<file path="src/rtl/mem_bus_arbiter_if.sv">
// Bundles the two master ports and the external buffer-side signals of mem_bus_arbiter.
// The slave modport is the arbiter's view; master is the requesters' and memory side.
interface mem_bus_arbiter_if;
    logic        c_req;
    logic        c_wr;
    logic        c_byte;
    logic [15:0] c_addr;
    logic [15:0] c_dout;
    logic [15:0] c_din;
    logic        c_ack;

    logic        d_req;
    logic        d_wr;
    logic        d_byte;
    logic [15:0] d_addr;
    logic [15:0] d_dout;
    logic [15:0] d_din;
    logic        d_ack;

    logic        gnt_d;
    logic [15:0] addr_buf;
    logic [15:0] dout_buf;
    logic [15:0] din;
    logic        rdn_buf;
    logic        wrn0_buf;
    logic        wrn1_buf;
    logic        abus_oen;

    modport slave (
        input  c_req, c_wr, c_byte, c_addr, c_dout,
        input  d_req, d_wr, d_byte, d_addr, d_dout,
        input  din,
        output c_din, c_ack, d_din, d_ack,
        output gnt_d, addr_buf, dout_buf, rdn_buf, wrn0_buf, wrn1_buf, abus_oen
    );

    modport master (
        output c_req, c_wr, c_byte, c_addr, c_dout,
        output d_req, d_wr, d_byte, d_addr, d_dout,
        output din,
        input  c_din, c_ack, d_din, d_ack,
        input  gnt_d, addr_buf, dout_buf, rdn_buf, wrn0_buf, wrn1_buf, abus_oen
    );
endinterface

</file>
<file path="src/rtl/mem_bus_arbiter.sv">
// Two-master arbiter and IDLE/SETUP/STROBE/DONE sequencer for the external 16-bit memory bus.
// Define MEMARB_FAIRNESS_EN to let port D win after STARVE_LIMIT consecutive core grants.
module mem_bus_arbiter #(
    parameter int unsigned WAIT_STATES  = 0,
    parameter int unsigned STARVE_LIMIT = 4
) (
    input logic          clk,
    input logic          rst,
    mem_bus_arbiter_if.slave bus
);

    typedef enum logic [1:0] {IDLE, SETUP, STROBE, DONE} state_t;

    state_t      state;
    state_t      next_state;
    logic        owner_d;
    logic        bus_wr;
    logic        bus_byte;
    logic [15:0] addr_q;
    logic [15:0] dout_q;
    logic [15:0] c_din_q;
    logic [15:0] d_din_q;
    logic [3:0]  wait_cnt;

    logic        start;
    logic        pick_d;
    logic        last_strobe;
    logic        rdn;
    logic        wrn0;
    logic        wrn1;
    logic        oen;
    logic        sel_wr;
    logic        sel_byte;
    logic [15:0] sel_addr;
    logic [15:0] sel_dout;
    logic [15:0] lane_din;

    assign start = (state == IDLE) && (bus.c_req || bus.d_req);

`ifdef MEMARB_FAIRNESS_EN
    logic [3:0] starve_cnt;

    assign pick_d = bus.d_req && (!bus.c_req || (starve_cnt == 4'(STARVE_LIMIT)));

    // Counts core grants that were made over a waiting D request
    always_ff @(posedge clk) begin
        if (rst) begin
            starve_cnt <= 4'd0;
        end else if (start) begin
            if (pick_d)
                starve_cnt <= 4'd0;
            else if (bus.d_req)
                starve_cnt <= starve_cnt + 4'd1;
        end
    end
`else
    assign pick_d = bus.d_req && !bus.c_req;
`endif

    always_comb begin
        sel_wr   = bus.c_wr;
        sel_byte = bus.c_byte;
        sel_addr = bus.c_addr;
        sel_dout = bus.c_dout;
        if (pick_d) begin
            sel_wr   = bus.d_wr;
            sel_byte = bus.d_byte;
            sel_addr = bus.d_addr;
            sel_dout = bus.d_dout;
        end
    end

    always_comb begin
        lane_din = bus.din;
        if (bus_byte)
            lane_din = addr_q[0] ? {8'h00, bus.din[15:8]} : {8'h00, bus.din[7:0]};
    end

    always_ff @(posedge clk) begin
        if (rst)
            state <= IDLE;
        else
            state <= next_state;
    end

    // Strobes are only ever asserted in STROBE, so address is settled around them
    always_comb begin
        next_state  = state;
        rdn         = 1'b1;
        wrn0        = 1'b1;
        wrn1        = 1'b1;
        oen         = 1'b1;
        last_strobe = 1'b0;
        case (state)
            IDLE: begin
                if (bus.c_req || bus.d_req)
                    next_state = SETUP;
            end
            SETUP: begin
                oen        = 1'b0;
                next_state = STROBE;
            end
            STROBE: begin
                oen = 1'b0;
                if (!bus_wr) begin
                    rdn = 1'b0;
                end else if (!bus_byte) begin
                    wrn0 = 1'b0;
                    wrn1 = 1'b0;
                end else if (addr_q[0]) begin
                    wrn1 = 1'b0;
                end else begin
                    wrn0 = 1'b0;
                end
                if (wait_cnt == 4'(WAIT_STATES)) begin
                    last_strobe = 1'b1;
                    next_state  = DONE;
                end
            end
            DONE: begin
                oen        = 1'b0;
                next_state = IDLE;
            end
            default: next_state = IDLE;
        endcase
    end

    // Bus registers are latched at grant time with write-lane steering already applied
    always_ff @(posedge clk) begin
        if (rst) begin
            owner_d  <= 1'b0;
            bus_wr   <= 1'b0;
            bus_byte <= 1'b0;
            addr_q   <= 16'h0000;
            dout_q   <= 16'h0000;
            wait_cnt <= 4'd0;
            c_din_q  <= 16'h0000;
            d_din_q  <= 16'h0000;
        end else begin
            if (start) begin
                owner_d  <= pick_d;
                bus_wr   <= sel_wr;
                bus_byte <= sel_byte;
                addr_q   <= sel_addr;
                if (sel_byte)
                    dout_q <= sel_addr[0] ? {sel_dout[7:0], 8'h00} : {8'h00, sel_dout[7:0]};
                else
                    dout_q <= sel_dout;
            end
            if (state == STROBE)
                wait_cnt <= wait_cnt + 4'd1;
            else
                wait_cnt <= 4'd0;
            if (last_strobe) begin
                if (owner_d)
                    d_din_q <= lane_din;
                else
                    c_din_q <= lane_din;
            end
        end
    end

    assign bus.addr_buf = addr_q;
    assign bus.dout_buf = dout_q;
    assign bus.rdn_buf  = rdn;
    assign bus.wrn0_buf = wrn0;
    assign bus.wrn1_buf = wrn1;
    assign bus.abus_oen = oen;
    assign bus.c_din    = c_din_q;
    assign bus.d_din    = d_din_q;
    assign bus.c_ack    = (state == DONE) && !owner_d;
    assign bus.d_ack    = (state == DONE) && owner_d;
    assign bus.gnt_d    = (state != IDLE) && owner_d;

endmodule

</file>
<file path="src/flat_wrapper.sv">
// flat-port wrapper written by rule: the top's interface ports become plain ports
module mem_bus_arbiter_flat 
#(
    parameter int unsigned WAIT_STATES  = 0,
    parameter int unsigned STARVE_LIMIT = 4
)
  (clk, rst, bus_c_req, bus_c_wr, bus_c_byte, bus_c_addr, bus_c_dout, bus_d_req, bus_d_wr, bus_d_byte, bus_d_addr, bus_d_dout, bus_din, bus_c_din, bus_c_ack, bus_d_din, bus_d_ack, bus_gnt_d, bus_addr_buf, bus_dout_buf, bus_rdn_buf, bus_wrn0_buf, bus_wrn1_buf, bus_abus_oen);
  mem_bus_arbiter_if bus_i ();
  input logic clk;
  input logic rst;
  input wire logic [$bits(bus_i.c_req)-1:0] bus_c_req;
  input wire logic [$bits(bus_i.c_wr)-1:0] bus_c_wr;
  input wire logic [$bits(bus_i.c_byte)-1:0] bus_c_byte;
  input wire logic [$bits(bus_i.c_addr)-1:0] bus_c_addr;
  input wire logic [$bits(bus_i.c_dout)-1:0] bus_c_dout;
  input wire logic [$bits(bus_i.d_req)-1:0] bus_d_req;
  input wire logic [$bits(bus_i.d_wr)-1:0] bus_d_wr;
  input wire logic [$bits(bus_i.d_byte)-1:0] bus_d_byte;
  input wire logic [$bits(bus_i.d_addr)-1:0] bus_d_addr;
  input wire logic [$bits(bus_i.d_dout)-1:0] bus_d_dout;
  input wire logic [$bits(bus_i.din)-1:0] bus_din;
  output wire logic [$bits(bus_i.c_din)-1:0] bus_c_din;
  output wire logic [$bits(bus_i.c_ack)-1:0] bus_c_ack;
  output wire logic [$bits(bus_i.d_din)-1:0] bus_d_din;
  output wire logic [$bits(bus_i.d_ack)-1:0] bus_d_ack;
  output wire logic [$bits(bus_i.gnt_d)-1:0] bus_gnt_d;
  output wire logic [$bits(bus_i.addr_buf)-1:0] bus_addr_buf;
  output wire logic [$bits(bus_i.dout_buf)-1:0] bus_dout_buf;
  output wire logic [$bits(bus_i.rdn_buf)-1:0] bus_rdn_buf;
  output wire logic [$bits(bus_i.wrn0_buf)-1:0] bus_wrn0_buf;
  output wire logic [$bits(bus_i.wrn1_buf)-1:0] bus_wrn1_buf;
  output wire logic [$bits(bus_i.abus_oen)-1:0] bus_abus_oen;
  assign bus_i.c_req = bus_c_req;
  assign bus_i.c_wr = bus_c_wr;
  assign bus_i.c_byte = bus_c_byte;
  assign bus_i.c_addr = bus_c_addr;
  assign bus_i.c_dout = bus_c_dout;
  assign bus_i.d_req = bus_d_req;
  assign bus_i.d_wr = bus_d_wr;
  assign bus_i.d_byte = bus_d_byte;
  assign bus_i.d_addr = bus_d_addr;
  assign bus_i.d_dout = bus_d_dout;
  assign bus_i.din = bus_din;
  assign bus_c_din = bus_i.c_din;
  assign bus_c_ack = bus_i.c_ack;
  assign bus_d_din = bus_i.d_din;
  assign bus_d_ack = bus_i.d_ack;
  assign bus_gnt_d = bus_i.gnt_d;
  assign bus_addr_buf = bus_i.addr_buf;
  assign bus_dout_buf = bus_i.dout_buf;
  assign bus_rdn_buf = bus_i.rdn_buf;
  assign bus_wrn0_buf = bus_i.wrn0_buf;
  assign bus_wrn1_buf = bus_i.wrn1_buf;
  assign bus_abus_oen = bus_i.abus_oen;
  mem_bus_arbiter #(.WAIT_STATES(WAIT_STATES), .STARVE_LIMIT(STARVE_LIMIT)) u_core (.clk(clk), .rst(rst), .bus(bus_i));
endmodule
</file>
<file path="config.mk">
export PLATFORM = sky130hd
export DESIGN_NAME = mem_bus_arbiter_flat
export DESIGN_NICKNAME = d
export VERILOG_FILES = /design/src/rtl/mem_bus_arbiter_if.sv /design/src/rtl/mem_bus_arbiter.sv /design/src/flat_wrapper.sv
export SDC_FILE = /design/constraint.sdc
export NUM_CORES = 1
export LEC_CHECK = 0
export ABC_CLOCK_PERIOD_IN_PS = 1720
export CORE_MARGIN = 4
export CORE_UTILIZATION = 37
export CTS_CLUSTER_DIAMETER = 150
export CTS_CLUSTER_SIZE = 30
export DETAILED_ROUTE_END_ITERATION = 16
export PLACE_DENSITY = 0.77
export SYNTH_ARGS = -nofsm -noshare
export SYNTH_HDL_FRONTEND = slang
export SYNTH_SLANG_ARGS = --single-unit
</file>
<file path="constraint.sdc">
create_clock -name clk -period 1.72 [get_ports clk]
set_input_delay 0.344 -clock clk [delete_from_list [all_inputs] [get_ports clk]]
set_output_delay 0.344 -clock clk [all_outputs]
set_load 0.02 [all_outputs]
</file>
==> impl_metrics.env <==
export IMPL_row_count=34
export IMPL_r2r_start="u_core.state[1]"
export IMPL_crit_path_end_kind="flip-flop"
export IMPL_synthCells=365
export IMPL_cts_root_buf="clkbuf_8"
export IMPL_timing_rr_end="u_core.bus.dout_buf[13]"
export IMPL_dieArea_um2=10500
export IMPL_grt_pass1_vias=3396
export IMPL_drtAntennaViolNets=0
export IMPL_dp_cells=639
export IMPL_wirelength_mm=10.3
export IMPL_synth_distinct_cells=34
export IMPL_p_per_area_nw_per_um2=1340
export IMPL_whs_ps=378
export IMPL_reg2regPathDepth=8
export IMPL_die_y_um=102
export IMPL_cp_common_cell="buf_6"
export IMPL_worstSkewPairLatency_ps=340
export IMPL_critPathArrivalTime_ps=1920
export IMPL_critPathKind="flip-flop to flip-flop"
export IMPL_stdcell_count=658
export IMPL_relSlewSlack=0.777
export IMPL_finalSetupViolations=0
export IMPL_numCtsBuffers=9
export IMPL_leakagePower_nw=2.27
export IMPL_crit_fanout=16
export IMPL_overflow=0
export IMPL_synthArstFlopShare=0
export IMPL_vias_per_cell=5.13
export IMPL_drc=0
export IMPL_n_antenna_cell=0
export IMPL_slew_violations=0
export IMPL_fillCellCount=736
export IMPL_io_buffer_count=158
export IMPL_syn_avg_cell_area_um2=9.04
export IMPL_synth_yosys_warnings=0
export IMPL_grt_use_total=0.189
export IMPL_synth_edf_count=0
export IMPL_nets=639
export IMPL_fmaxAchievable_ghz=0.587
export IMPL_areaGrowthSynthToFinish_pct=67.1
export IMPL_vias=3377
export IMPL_worst_clock_skew_ps=5.18
export IMPL_path_clk_slew_ps=70
export IMPL_crit_end="u_core.bus.dout_buf[13]"
export IMPL_status="complete, no violations"
export IMPL_htree_num_levels=3
export IMPL_clock_sinks=73
export IMPL_initial_core_util=0.380
export IMPL_hpwl_mm=7.88
export IMPL_synthFlopType="dfxtp_1"
export IMPL_antenna_found_initial=0
export IMPL_die_w_um=102
export IMPL_max_stage_delay_ps=370
export IMPL_ir_drop_uv=649
export IMPL_ios=159
export IMPL_clk_path_buf_depth=2
export IMPL_synth_yosys_seq_area_share=0.443
export IMPL_cts_hold_buffers=0
export IMPL_grt_max_degree=44
export IMPL_cp_start_kind="flip-flop"
export IMPL_cp_cell_sequence="inv_1 > ha_1 > buf_6 > buf_6 > nand3_1 > o21ai_0 > a222oi_1 > nor2_1"
export IMPL_cp_slowest_cell="dfxtp_4"
export IMPL_tightest_slew_ps=334
export IMPL_drive_gt1_frac=0.162
export IMPL_netlist_area_um2=3300
export IMPL_min_period_ps=1700
export IMPL_cts_tree="yes"
export IMPL_post_route_period_util=0.990
export IMPL_r2r_slack_ps=20
export IMPL_placeableCoreArea_um2=8680
export IMPL_syn_nets=459
export IMPL_crit_required_ps=1940
export IMPL_synth_seq_cells=73
export IMPL_hp_class="primary input to flip-flop"
export IMPL_gp_congestion=0.932
export IMPL_finalHoldViolCount=0
export IMPL_crit_start="u_core.state[1]"
export IMPL_grt_pass1_wl_mm=15.6
export IMPL_avgRoutedWirePerCell_um=15.6
export IMPL_first_iter_violations=112
export IMPL_dr_pass1_iters=4
export IMPL_maxCapViolations=0
-- metrics by stage --
| stage | power (mW) | area (um^2) | TNS, ps | utilization | setup slack [ps] |
|---|---|---|---|---|---|
| 5_1_grt | 7.83 | 5510 | -73.4 | 0.635 | -63.8 |
| 3_5_place_dp | 5.79 | 5180 | -8810 | 0.597 | -348 |
| 3_3_place_gp | 5.72 | 5180 | -6220 | 0.597 | -287 |
| 6_report | 7.39 | 5510 | 0 | 0.635 | 16.4 |
| 4_1_cts | 7.20 | 5380 | -13.9 | 0.620 | -9.62 |
| 2_1_floorplan | 4.17 | 3300 | 0 | - | 92.1 |
-- cells in the mapped netlist (all sizes together), types with 2 or more instances --
master,n,area share
clkbuf,13,0.015
nand2b,4,0.0076
nand2,45,0.051
nor2b,10,0.019
mux2,9,0.035
a211oi,35,0.086
o21ai,9,0.014
dfxtp,73,0.44
a222oi,8,0.024
ha,6,0.023
a21oi,18,0.027
and2,2,0.0038
nor2,57,0.065
a22oi,8,0.018
mux2i,27,0.083
buf,14,0.032
nand3,10,0.015
nor3,2,0.0030
inv,7,0.0080
-- critical path: cells and delay by family, from the launching register on --
| family | cells | cell delay (ps) |
|---|---|---|
| flip-flops | 1 | 370 |
| buffers and inverters | 3 | 360 |
| AO/OA/AOI/OAI | 2 | 470 |
| AND/OR/NAND/NOR | 2 | 170 |
| adder cells (fa/ha/maj) | 1 | 210 |
-- flip-flops by register name, summed over array words and instances (netlist names) --
signal and cells:
u_core.bus_byte 1, u_core.bus.addr_buf 16, u_core.bus.c_din 16, u_core.bus_wr 1, u_core.bus.d_din 16, u_core.wait_cnt 4
u_core.bus.dout_buf 16, u_core.owner_d 1, u_core.state 2
-- worst min-delay path by stage --
stage,from,endpoint,cells after the start,slack (ps)
6_report,rst,u_core.bus.dout_buf[9],2,380
5_1_grt,rst,u_core.bus.dout_buf[9],2,380
4_1_cts,rst,u_core.bus.dout_buf[9],2,360
3_5_place_dp,u_core.bus.c_din[11],u_core.bus.c_din[11],2,450
3_3_place_gp,u_core.wait_cnt[0],u_core.wait_cnt[0],1,440
2_1_floorplan,u_core.wait_cnt[0],u_core.wait_cnt[0],1,430
-- placed cells by master (no fill, tap or decap), drive strengths merged, types with 6 or more instances in the layout --
cell type	instances
inv	7
nor2b	10
o21ai	9
mux2	9
nand2	45
nor2	57
dfxtp	73
clkdlybuf4s50	145
ha	6
a211oi	35
a22oi	8
mux2i	27
a21oi	18
nand3	10
buf	42
a222oi	8
clkbuf	12
-- report_power, final --
part	switching, mW	internal, mW
clock	0.612	0.809
sequential	0.235	2.09
combinational	1.87	1.77
-- cell families (layout without fill, tap and decap cells) --
family | after synthesis | after routing | synth area share
buffers and inverters | 34 | 219 | 0.0550
muxes | 36 | 36 | 0.118
AOI/OAI and AO/OA | 80 | 80 | 0.180
adders and majority gates | 6 | 6 | 0.0228
DFF | 73 | 73 | 0.443
and+or+nand+nor | 134 | 134 | 0.176
xor gates and xnor gates | 2 | 2 | 0.00531
-- layer usage --
layer	global-route usage	part of all wire	vias to the layer above
li1	-	-	1638
met1	0.202	0.40	1562
met2	0.340	0.48	155
met3	0.0635	0.10	22
met4	0.0747	0.022	0
met5	0	0	-
-- cell type report --
cell class                 count  area (um^2)  area share
clock buffer                  10          128      0.0232
clock inverter                 6         82.6      0.0150
inverter                       7         28.8     0.00522
multi-input combinational    258         1710       0.310
sequential                    73         1470       0.266
tap                          108          135      0.0245
timing repair buffer         196         1970       0.357
-- timing repair --
item,in CTS,in global routing
pin swaps,1,7
setup endpoints to repair,33,43
endpoints found under the hold margin,0,0
gates resized for setup,31,25
gates cloned,0,2
setup buffers,0,1
Power figures use the tool's default switching activity.
